==> src/rtl/sap_pkg.sv <==
// Shared constants for the SAP CPU control path: opcodes, T-states and control-word bit slots.
package sap_pkg;

    localparam logic [3:0] OP_NOP = 4'h0;
    localparam logic [3:0] OP_LDA = 4'h1;
    localparam logic [3:0] OP_ADD = 4'h2;
    localparam logic [3:0] OP_SUB = 4'h3;
    localparam logic [3:0] OP_STA = 4'h4;
    localparam logic [3:0] OP_LDI = 4'h5;
    localparam logic [3:0] OP_JMP = 4'h6;
    localparam logic [3:0] OP_JC  = 4'h7;
    localparam logic [3:0] OP_JZ  = 4'h8;
    localparam logic [3:0] OP_OUT = 4'hE;
    localparam logic [3:0] OP_HLT = 4'hF;

    localparam logic [2:0] T0 = 3'd0;
    localparam logic [2:0] T1 = 3'd1;
    localparam logic [2:0] T2 = 3'd2;
    localparam logic [2:0] T3 = 3'd3;
    localparam logic [2:0] T4 = 3'd4;

    // Control word bit indices; every bit is active high inside the sequencer.
    localparam int unsigned CW_CE = 0;
    localparam int unsigned CW_J  = 1;
    localparam int unsigned CW_CO = 2;
    localparam int unsigned CW_MI = 3;
    localparam int unsigned CW_RI = 4;
    localparam int unsigned CW_RO = 5;
    localparam int unsigned CW_II = 6;
    localparam int unsigned CW_IO = 7;
    localparam int unsigned CW_AI = 8;
    localparam int unsigned CW_AO = 9;
    localparam int unsigned CW_EO = 10;
    localparam int unsigned CW_SU = 11;
    localparam int unsigned CW_BI = 12;
    localparam int unsigned CW_OI = 13;
    localparam int unsigned CW_FI = 14;
    localparam int unsigned CW_W  = 15;

    // NOP and the unassigned opcodes 0x9-0xD end after fetch.
    function automatic logic has_execute(input logic [3:0] op);
        return !((op == OP_NOP) || ((op >= 4'h9) && (op <= 4'hD)));
    endfunction

endpackage

==> src/rtl/step_counter.sv <==
// T-state counter with synchronous clear, advance enable and early wrap to T0.
module step_counter #(
    parameter int unsigned STEP_W = 3
) (
    input  logic              clk,
    input  logic              clear,
    input  logic              advance,
    input  logic              wrap_to_zero,
    output logic [STEP_W-1:0] count
);

    logic [STEP_W-1:0] count_q;

    always_ff @(posedge clk) begin
        if (clear) begin
            count_q <= '0;
        end else if (advance) begin
            count_q <= wrap_to_zero ? '0 : count_q + STEP_W'(1);
        end
    end

    assign count = count_q;

endmodule

==> src/rtl/control_sequencer.sv <==
// Microcoded SAP control unit: walks fetch/execute T-states and drives every datapath control line.
module control_sequencer
    import sap_pkg::*;
#(
    parameter int unsigned STEP_W   = 3,
    parameter int unsigned OPCODE_W = 4
) (
    input  logic                clk,
    input  logic                clear_n,
    input  logic [OPCODE_W-1:0] opcode,
    input  logic                carry_flag,
    input  logic                zero_flag,
    output logic                pc_enable,
    output logic                pc_jump_n,
    output logic                pc_bus_enable_n,
    output logic                mar_load_n,
    output logic                ram_write,
    output logic                ram_out_n,
    output logic                ir_load_n,
    output logic                ir_out_n,
    output logic                a_load_n,
    output logic                a_out_n,
    output logic                alu_out_n,
    output logic                alu_sub,
    output logic                b_load_n,
    output logic                out_load_n,
    output logic                flags_load_n,
    output logic                halted,
    output logic [STEP_W-1:0]   step
);

    logic            halted_q;
    logic            run;
    logic            last_step;
    logic            hlt_step;
    logic [CW_W-1:0] cw;
    logic [CW_W-1:0] cw_act;
    logic [3:0]      op;
    logic [2:0]      st;

    assign op  = 4'(opcode);
    assign st  = 3'(step);
    assign run = clear_n && !halted_q;

    step_counter #(
        .STEP_W (STEP_W)
    ) u_step_counter (
        .clk          (clk),
        .clear        (!clear_n),
        .advance      (!halted_q),
        .wrap_to_zero (last_step),
        .count        (step)
    );

    always_ff @(posedge clk) begin
        if (!clear_n) begin
            halted_q <= 1'b0;
        end else if (run && hlt_step) begin
            halted_q <= 1'b1;
        end
    end

    always_comb begin
        cw        = '0;
        last_step = 1'b0;
        hlt_step  = 1'b0;
        if (st == T0) begin
            cw[CW_CO] = 1'b1;
            cw[CW_MI] = 1'b1;
        end else if (st == T1) begin
            cw[CW_RO] = 1'b1;
            cw[CW_II] = 1'b1;
            cw[CW_CE] = 1'b1;
            last_step = !has_execute(op);
        end else begin
            case ({op, st})
                {OP_LDA, T2}, {OP_ADD, T2}, {OP_SUB, T2}, {OP_STA, T2}: begin
                    cw[CW_IO] = 1'b1;
                    cw[CW_MI] = 1'b1;
                end
                {OP_LDA, T3}: begin
                    cw[CW_RO] = 1'b1;
                    cw[CW_AI] = 1'b1;
                    last_step = 1'b1;
                end
                {OP_ADD, T3}, {OP_SUB, T3}: begin
                    cw[CW_RO] = 1'b1;
                    cw[CW_BI] = 1'b1;
                end
                {OP_ADD, T4}, {OP_SUB, T4}: begin
                    cw[CW_EO] = 1'b1;
                    cw[CW_AI] = 1'b1;
                    cw[CW_FI] = 1'b1;
                    cw[CW_SU] = (op == OP_SUB);
                    last_step = 1'b1;
                end
                {OP_STA, T3}: begin
                    cw[CW_AO] = 1'b1;
                    cw[CW_RI] = 1'b1;
                    last_step = 1'b1;
                end
                {OP_LDI, T2}: begin
                    cw[CW_IO] = 1'b1;
                    cw[CW_AI] = 1'b1;
                    last_step = 1'b1;
                end
                {OP_JMP, T2}, {OP_JC, T2}, {OP_JZ, T2}: begin
                    // Conditional jumps still spend T2 even when the branch is not taken.
                    if ((op == OP_JMP) || ((op == OP_JC) && carry_flag)
                            || ((op == OP_JZ) && zero_flag)) begin
                        cw[CW_IO] = 1'b1;
                        cw[CW_J]  = 1'b1;
                    end
                    last_step = 1'b1;
                end
                {OP_OUT, T2}: begin
                    cw[CW_AO] = 1'b1;
                    cw[CW_OI] = 1'b1;
                    last_step = 1'b1;
                end
                {OP_HLT, T2}: begin
                    hlt_step  = 1'b1;
                    last_step = 1'b1;
                end
                default: begin
                    // Unused {opcode, step} pairs fall back to a fresh fetch.
                    last_step = 1'b1;
                end
            endcase
        end
    end

    assign cw_act = run ? cw : '0;

    assign pc_enable       =  cw_act[CW_CE];
    assign pc_jump_n       = ~cw_act[CW_J];
    assign pc_bus_enable_n = ~cw_act[CW_CO];
    assign mar_load_n      = ~cw_act[CW_MI];
    assign ram_write       =  cw_act[CW_RI];
    assign ram_out_n       = ~cw_act[CW_RO];
    assign ir_load_n       = ~cw_act[CW_II];
    assign ir_out_n        = ~cw_act[CW_IO];
    assign a_load_n        = ~cw_act[CW_AI];
    assign a_out_n         = ~cw_act[CW_AO];
    assign alu_out_n       = ~cw_act[CW_EO];
    assign alu_sub         =  cw_act[CW_SU];
    assign b_load_n        = ~cw_act[CW_BI];
    assign out_load_n      = ~cw_act[CW_OI];
    assign flags_load_n    = ~cw_act[CW_FI];
    assign halted          = halted_q;

endmodule

==> config.mk <==
export PLATFORM = sky130hd
export DESIGN_NAME = control_sequencer
export DESIGN_NICKNAME = d
export VERILOG_FILES = /design/src/rtl/sap_pkg.sv /design/src/rtl/step_counter.sv /design/src/rtl/control_sequencer.sv
export SDC_FILE = /design/constraint.sdc
export NUM_CORES = 1
export LEC_CHECK = 0
export CAP_MARGIN = 20
export CORE_UTILIZATION = 43
export CTS_CLUSTER_SIZE = 25
export DETAILED_ROUTE_END_ITERATION = 6
export GPL_TIMING_DRIVEN = 0
export PLACE_DENSITY = 0.85
export SLEW_MARGIN = 20
export SYNTH_ARGS = -nofsm -noshare
export SYNTH_HDL_FRONTEND = slang
export SYNTH_SLANG_ARGS = --single-unit
==> constraint.sdc <==
create_clock -name clk -period 4.9 [get_ports clk]
set_input_delay 0.98 -clock clk [delete_from_list [all_inputs] [get_ports clk]]
set_output_delay 0.98 -clock clk [all_outputs]
set_load 0.02 [all_outputs]
==> results.yml, run 1 <==
run_status:
  status: "completed"
clocking:
  h-tree-depth: 1
  ctsResizeCount: 0
  clock_sinks: 4
  insertion_delay_ps: 240
  cts_tree: "built"
  cts_buffer_depth: 2
  cts_buffers: 3
  cts_setup_buffers: 0
  root_buffer: "clkbuf_4"
  clkTransAtPathRegs_ps: 30
  cts_hold_buf: 0
power_and_ir_drop:
  p_int_mw: 0.1727
  pwr-share-clk: 0.128
  seq_power_share: 0.172
  power_mw: 0.3186
  leakagePower_nw: 0.3461
  irDropWorstVdd_v: 0.0002895
  power.switching_mw: 0.1459
  switching_share: 0.4579
  p_comb_frac: 0.701
  pwr_density_cell_mw_per_mm2: 364.3
sta:
  fin_ws_ps: 939.7
  tightest_slew_ps: 343.9
  setup_viol: 0
  fin_worst_skew_ps: 0.4228
  min_period_ps: 3960
  setup_tns_ps: 0
  holdWs_ps: 603.4
  max_freq_mhz: 252.5
  finalMaxSlewViolations: 0
  worst_slew_margin_rel: 0.7677
  post-route-period-util: 0.8082
  grt_setup_unrepaired: "false"
  hold_violations: 0
worst_setup_path:
  cp.arrival_ps: 2980
  crit_type: "input port to output pin"
  crit_required_ps: 3920
  worstSetupEndpointType: "output pin"
  cp-start-kind: "input port"
  crit_fanout: 7
placement:
  gp_congestion: 0.8417
  dp_hpwl_um: 1200
  port_buffers: 24
  place_ws_ps: 977.7
global_route:
  grt_usage: 0.2081
  grt_pass1_vias: 532
  grt_max_degree: 11
  grt-ovfl-total: 0
  antenna_found_initial: 0
  grt_pass1_wl_um: 2152
synth:
  synth-edff-count: 0
  avgSynthCellArea_um2: 7.507
  postSynthCellCount: 79
  synth_warnings: 0
  yosysTopAreaCellShare: 0.1350
  yosysUniqueCellTypes: 37
  synth_top_area_cell: "dfxtp_1"
  yosysSeqAreaShare: 0.1350
  synthFlopType: "dfxtp_1"
  synth_nets: 91
  synth_area_leaders: "dfxtp_1 (14%), ha_1 (8.4%), nand2_1 (6.3%)"
  ys_async_sr_fraction: 0
  ys_ff_latch: 4
  netlist_area_um2: 593.1
floorplan:
  die_y_um: 39.14
  initial_core_util: 0.4615
  coreArea_mm2: 0.001285
  ios: 27
  die_w_um: 39.14
  row_count: 13
  die-area_mm2: 0.001532
drt:
  drtIter0Drc: 8
  firstDrtPassIters: 4
  drtAntennaViolNets: 0
  wl_um: 1461
  vias_per_cell: 5.397
  post-route-drc-count: 0
  vias: 653
  drt-wirelength-per-cell_um: 12.07
finish:
  syn_to_final_growth_pct: 47.47
  drive_gt1_frac: 0.1509
  final_common_cell: "clkdlybuf4s50_1"
  diodes: 0
  final_cell_mix: "clkdlybuf4s50_1 (24), nand2_1 (10), inv_1 (9), nand2b_1 (5)"
  nNetsFinal: 120
worst_hold_path:
  hold_path.class: "register to register"
run:
  max_cap_viol_count: 0
-- per-stage QoR --
stage               utilization  area, um^2  instances
floorplan                     -       593.1         79
global placement         0.6631       852.1        118
detailed placement       0.6631       852.1        118
CTS                      0.6806       874.6        121
global route             0.6806       874.6        121
finish                   0.6806       874.6        121
-- power groups by stage --
| stage | clock [mW] | sequential [mW] | combinational [mW] |
|---|---|---|---|
| final | 0.0407 | 0.0547 | 0.223 |
| after global routing | 0.0439 | 0.0570 | 0.246 |
| after CTS | 0.0422 | 0.0545 | 0.225 |
| after detailed placement | 0 | 0.0548 | 0.223 |
| after global placement | 0 | 0.0540 | 0.218 |
| after floorplan | 0 | 0.0640 | 0.140 |
-- sequential cells by signal, summed over array words and instances (netlist names) --
name and flops:
u_step_counter.count 3, halted 1
-- worst max-delay path, cell delays in order --
cell             delay (ps)
clkdlybuf4s50_1         680
nor2_4                   80
xnor2_1                 140
a41oi_1                 350
nand2b_1                160
clkdlybuf4s50_1         600
-- cells by family after synthesis --
| group | after synthesis | synth area share |
|---|---|---|
| flops | 4 | 0.1350 |
| simple gates | 36 | 0.3692 |
| mux | 2 | 0.03586 |
| xor+xnor | 3 | 0.04431 |
| fa+ha+maj | 4 | 0.08439 |
| buf+inv | 14 | 0.1287 |
| compound gates | 16 | 0.2025 |
-- cell usage after synthesis, drive strengths merged, types with 2 or more instances --
cell    number
nand2       10
xnor2        3
a31oi        2
or2          2
inv          9
dfxtp        4
nor2b        2
a21oi        4
nor4b        2
nor3         3
ha           4
nand2b       5
nor2         5
buf          5
a41oi        2
o31ai        2
-- path summary, 6_finish.rpt --
kind / end / start / slack (ps) / depth (start not counted)
setup / recovery: mar_load_n / opcode[0] / 940 / 6
hold reg to reg: halted$_SDFFE_PN0P_ / halted$_SDFFE_PN0P_ / 600 / 2
hold / removal: halted$_SDFFE_PN0P_ / halted$_SDFFE_PN0P_ / 600 / 2
setup reg to reg: halted$_SDFFE_PN0P_ / u_step_counter.count[0]$_SDFFE_PN0N_ / 3380 / 5
-- cell type report --
type	instances	area (um^2)
multi-input combinational	61	436.7
fill	117	410.4
timing repair buffer	24	240.2
sequential	4	80.08
buffer	5	42.54
inverter	9	33.78
clock buffer	3	22.52
tap	15	18.77
-- layer usage --
layer | routed length, um | global-route usage | vias to the layer above
li1 | - | - | 326
met1 | 595 | 0.2397 | 299
met2 | 752 | 0.3625 | 26
met3 | 94 | 0.03468 | 2
met4 | 19 | 0.1034 | 0
met5 | 0 | 0 | -
(Power assumes the default switching activity.)
==> run 2, diff against run 1 <==
- CORE_UTILIZATION: 43 -> 36
- PLACE_DENSITY: 0.85 -> 0.76
- clock period: 4.9 -> 3.3 ns (I/O delays scaled with it)
==> run 2 against run 1 <==
Clock power is 51% higher. Utilization is 10 points lower. Flip-flop and latch count stayed put. Sequential power is 47% higher. Hold slack worse by 19 ps. Clock skew is 1.9 ps higher. Largest cell class unchanged.
==> results.yml, run 2 (synthesis gave the netlist of run 1 again) <==
sta:
  grt_setup_unrepaired: "false"
  holdWs_ps: 584.6
  fin_ws_ps: 124.9
  min_period_ps: 3175
  fin_worst_skew_ps: 2.319
  max_freq_mhz: 314.9
  finalMaxSlewViolations: 0
  worst_slew_margin_rel: 0.7424
  post-route-period-util: 0.9622
  tightest_slew_ps: 381.3
  setup_viol: 0
  hold_violations: 0
worst_setup_path:
  ff2ff_setup_slack_ps: 1760
  max_stage_delay_ps: 530
  cp-start-kind: "input port"
  cp.arrival_ps: 2520
  worstSetupEndpointType: "output pin"
  cp_slowest_cell: "clkdlybuf4s50_1"
  cp_top_family: "buffers and inverters"
  crit_fanout: 10
  path_cells: "clkdlybuf4s50_1, buf_6, inv_1, a2111oi_2, a41oi_1, a21o_1, clkdlybuf4s50_1"
  crit_required_ps: 2640
  crit_type: "input port to output pin"
  cp_num_buf_inv: 4
  crit_path_frequent_cell: "clkdlybuf4s50_1"
floorplan:
  die_y_um: 42.59
  initial_core_util: 0.3892
  coreArea_mm2: 0.001524
  row_count: 14
  ios: 27
  die-area_mm2: 0.001814
  die_w_um: 42.59
drt:
  vias_per_cell: 5.139
  drt-wirelength-per-cell_um: 11.84
  wl_um: 1445
  firstDrtPassIters: 4
  post-route-drc-count: 0
  drtIter0Drc: 12
  vias: 627
  drtAntennaViolNets: 0
worst_hold_path:
  hold_path.class: "register to register"
finish:
  nNetsFinal: 120
  nFillCells: 148
  final_area_um2: 882.1
  final_cell_mix: "clkdlybuf4s50_1 (20), nand2_1 (10), inv_1 (9), nand2b_1 (5)"
  diodes: 0
  final_util: 0.5788
  drive_gt1_frac: 0.1509
  final_common_cell: "clkdlybuf4s50_1"
  largest_reg_flops: 3
  syn_to_final_growth_pct: 48.73
clocking:
  clkTransAtPathRegs_ps: 40
  cts_buffers: 3
  insertion_delay_ps: 240
  cts_buffer_depth: 2
  cts_hold_buf: 0
  ctsResizeCount: 1
  clock_sinks: 4
  cts_setup_buffers: 0
  cts_tree: "built"
  h-tree-depth: 1
  root_buffer: "clkbuf_4"
global_route:
  antenna_found_initial: 0
  grt-ovfl-total: 0
  grt_pass1_vias: 577
  grt_usage: 0.1758
  grt_pass1_wl_um: 2421
  grt_max_degree: 11
placement:
  port_buffers: 24
  placed_area_um2: 853.3
  place_ws_ps: -20.24
  gp_congestion: 0.7660
  dp_hpwl_um: 1131
run_status:
  status: "completed"
run:
  max_cap_viol_count: 0
power_and_ir_drop:
  irDropWorstVdd_v: 0.0003353
  leakagePower_nw: 0.3845
  pwr_density_cell_mw_per_mm2: 537.9
[run 2: cell types whose count changed in the layout (fill, tap and decap cells not counted)]
cell,change
dlymetal6s2s_1,+3
dlygate4sd2_1,+1
clkdlybuf4s50_1,-4
[run 2: power by group]
group          switching (mW)  total [mW]  internal, mW
clock                  0.0209      0.0616        0.0407
sequential             0.0179      0.0806        0.0626
combinational           0.180       0.332         0.152
[run 2: final timing paths]
path                            cells past startpoint                                   end                            startpoint
worst min register to register                      2                   halted$_SDFFE_PN0P_                   halted$_SDFFE_PN0P_
worst max register to register                      5  u_step_counter.count[2]$_SDFFE_PN0N_  u_step_counter.count[0]$_SDFFE_PN0N_
worst min-delay path                                2                   halted$_SDFFE_PN0P_                   halted$_SDFFE_PN0P_
worst max-delay path                                7                              ir_out_n                             opcode[2]
[run 2: metrics by stage]
step	instances	power, mW	TNS [ps]
6_report	122	0.4745	0
5_1_grt	122	0.5135	0
4_1_cts	122	0.4788	0
3_5_place_dp	119	0.4121	-20.24
3_3_place_gp	119	0.4062	0
2_1_floorplan	79	0.3025	0
[run 2: layer usage]
layer | global-route usage | vias to the layer above | share of wire
li1 | - | 327 | -
met1 | 0.2182 | 271 | 0.47
met2 | 0.2769 | 25 | 0.44
met3 | 0.03017 | 4 | 0.062
met4 | 0.1125 | 0 | 0.024
met5 | 0 | - | 0
[run 2: area by class of cell]
| cell class | count | area [um^2] | share of cell area |
|---|---|---|---|
| buffer | 5 | 42.54 | 0.04823 |
| tap | 16 | 20.02 | 0.02270 |
| multi-input combinational | 61 | 436.7 | 0.4950 |
| inverter | 9 | 33.78 | 0.03830 |
| sequential | 4 | 80.08 | 0.09078 |
| timing repair buffer | 24 | 246.5 | 0.2794 |
| clock buffer | 3 | 22.52 | 0.02553 |
[run 2: worst min-delay path, stage by stage, from the launching register on]
cell and delay [ps]:
dfxtp_1 370, inv_1 90, a21boi_0 70
==> run 3, diff against run 2 <==
- CORE_MARGIN: not set -> 2
==> run 3 against run 2 <==
Clock power fell by 1%. Worst setup slack improved by 30 ps. Total power fell by 0.57%.
==> results.yml, run 3 (synthesis gave the netlist of run 1 again) <==
worst_hold_path:
  hold-path-cell-count: 2
  hold_path.class: "register to register"
worst_setup_path:
  cp_slowest_cell: "clkdlybuf4s50_1"
  worstReg2RegStart: "u_step_counter.count[0]$_SDFFE_PN0N_"
  crit_end: "mar_load_n"
  worstSetupEndpointType: "output pin"
  cp-start-kind: "input port"
  rr_worst_depth: 5
  ff2ff_setup_slack_ps: 1760
  crit_fanout: 10
  critPathLaunch: "opcode[2]"
  reg2reg_to: "halted$_SDFFE_PN0P_"
  path_cells: "clkdlybuf4s50_1, buf_6, xnor2_1, a41oi_1, nand2b_1, clkdlybuf4s50_1"
  crit_required_ps: 2640
  max_stage_delay_ps: 600
  crit_path_frequent_cell: "clkdlybuf4s50_1"
  cp.arrival_ps: 2490
  crit_type: "input port to output pin"
placement:
  dp_hpwl_um: 1127
  placedCellCount: 119
  port_buffers: 24
  gp_congestion: 0.7127
finish:
  largest_reg_flops: 3
  final_cells: 122
  final_common_cell: "clkdlybuf4s50_1"
  drive_gt1_frac: 0.1698
  syn_to_final_growth_pct: 50.42
  final_cell_mix: "clkdlybuf4s50_1 (20), nand2_1 (10), inv_1 (9), nand2b_1 (5)"
  diodes: 0
  nFillCells: 152
  nNetsFinal: 120
sta:
  setup_viol: 0
  grt_setup_unrepaired: "false"
  post-route-period-util: 0.9531
  hold_violations: 0
  worst_slew_margin_rel: 0.7609
  fin_worst_skew_ps: 0.03189
  min_period_ps: 3145
  finalMaxSlewViolations: 0
  setup_tns_ps: 0
  tightest_slew_ps: 354.1
  max_freq_mhz: 317.9
power_and_ir_drop:
  leakagePower_nw: 0.3923
  irDropWorstVdd_v: 0.0003926
  pwr_density_cell_mw_per_mm2: 528.9
clocking:
  cts_tree: "built"
  cts_hold_buf: 0
  clkTransAtPathRegs_ps: 40
  root_buffer: "clkbuf_4"
  h-tree-depth: 1
  clock_sinks: 4
  insertion_delay_ps: 230
  cts_buffers: 3
  cts_buffer_depth: 2
floorplan:
  ios: 27
  coreArea_mm2: 0.001524
  row_count: 14
  die_y_um: 44.59
  die_w_um: 44.59
  initial_core_util: 0.3892
  die-area_mm2: 0.001988
run_status:
  status: "completed"
drt:
  firstDrtPassIters: 5
  post-route-drc-count: 0
  drtAntennaViolNets: 0
  drt-wirelength-per-cell_um: 11.74
  vias_per_cell: 5.377
  wl_um: 1432
  drtIter0Drc: 16
  vias: 656
global_route:
  grt-ovfl-total: 0
  grt_max_degree: 11
  grt_pass1_vias: 609
  grt_usage: 0.1607
  grt_pass1_wl_um: 2435
  antenna_found_initial: 0
run:
  max_cap_viol_count: 0
run 3: changes by cell type in the layout (fill, tap and decap cells not counted):
cell            before  now
dlymetal6s2s_1       3    4
and2b_2              0    1
nor3_1               2    1
and2b_1              1    0
nor3_2               0    1
dlygate4sd2_1        1    0
run 3: how the worst min path moves through the flow:
stage                                   start             endpoint  slack (ps)
final                     halted$_SDFFE_PN0P_  halted$_SDFFE_PN0P_         590
after global routing      halted$_SDFFE_PN0P_  halted$_SDFFE_PN0P_         680
after CTS                 halted$_SDFFE_PN0P_  halted$_SDFFE_PN0P_         610
after detailed placement  halted$_SDFFE_PN0P_  halted$_SDFFE_PN0P_         590
after global placement    halted$_SDFFE_PN0P_  halted$_SDFFE_PN0P_         600
after floorplan           halted$_SDFFE_PN0P_  halted$_SDFFE_PN0P_         630
run 3: cell type report:
type,count,area (um^2),share of cell area
Multi-Input combinational cell,61,442.9,0.4965
Timing Repair Buffer,24,250.2,0.2805
Sequential cell,4,80.08,0.08976
Buffer,5,42.54,0.04769
Inverter,9,33.78,0.03787
Clock buffer,3,22.52,0.02525
Tap cell,16,20.02,0.02244
run 3: per-stage QoR:
step                setup WS (ps)  area, um^2  hold WS [ps]    util  total power, mW
floorplan                   634.4       593.1         625.6       -           0.3025
global placement            3.096       853.3         596.7  0.5599           0.4073
detailed placement          24.76       853.3         590.9  0.5599           0.4096
CTS                         1.219       875.8         611.4  0.5747           0.4765
global route                26.45       892.1         681.4  0.5854           0.5110
finish                      154.8       892.1         594.9  0.5854           0.4718
run 3: critical path, delay by kind of cell:
family          cells  cell delay (ps)
simple gates        1              160
xor+xnor            1               80
buf+inv             3             1230
compound gates      1              350
run 3: layer usage:
metal	up-vias	share of wire	global-route usage
met5	-	0	0
met4	0	0.0028	0.05455
met3	2	0.070	0.01633
met2	25	0.49	0.2696
met1	304	0.44	0.2117
li1	325	-	-
run 3: report_power, final:
group,internal [mW],switching [mW],total (mW)
logic,0.152,0.178,0.331
clock network,0.0407,0.0200,0.0607
registers,0.0626,0.0178,0.0804
total,0.256,0.216,0.472
run 3: repair_timing:
action                     4_1_cts  5_1_grt
resized for setup                0        6
buffers inserted                 0        0
setup endpoints to repair        0        6
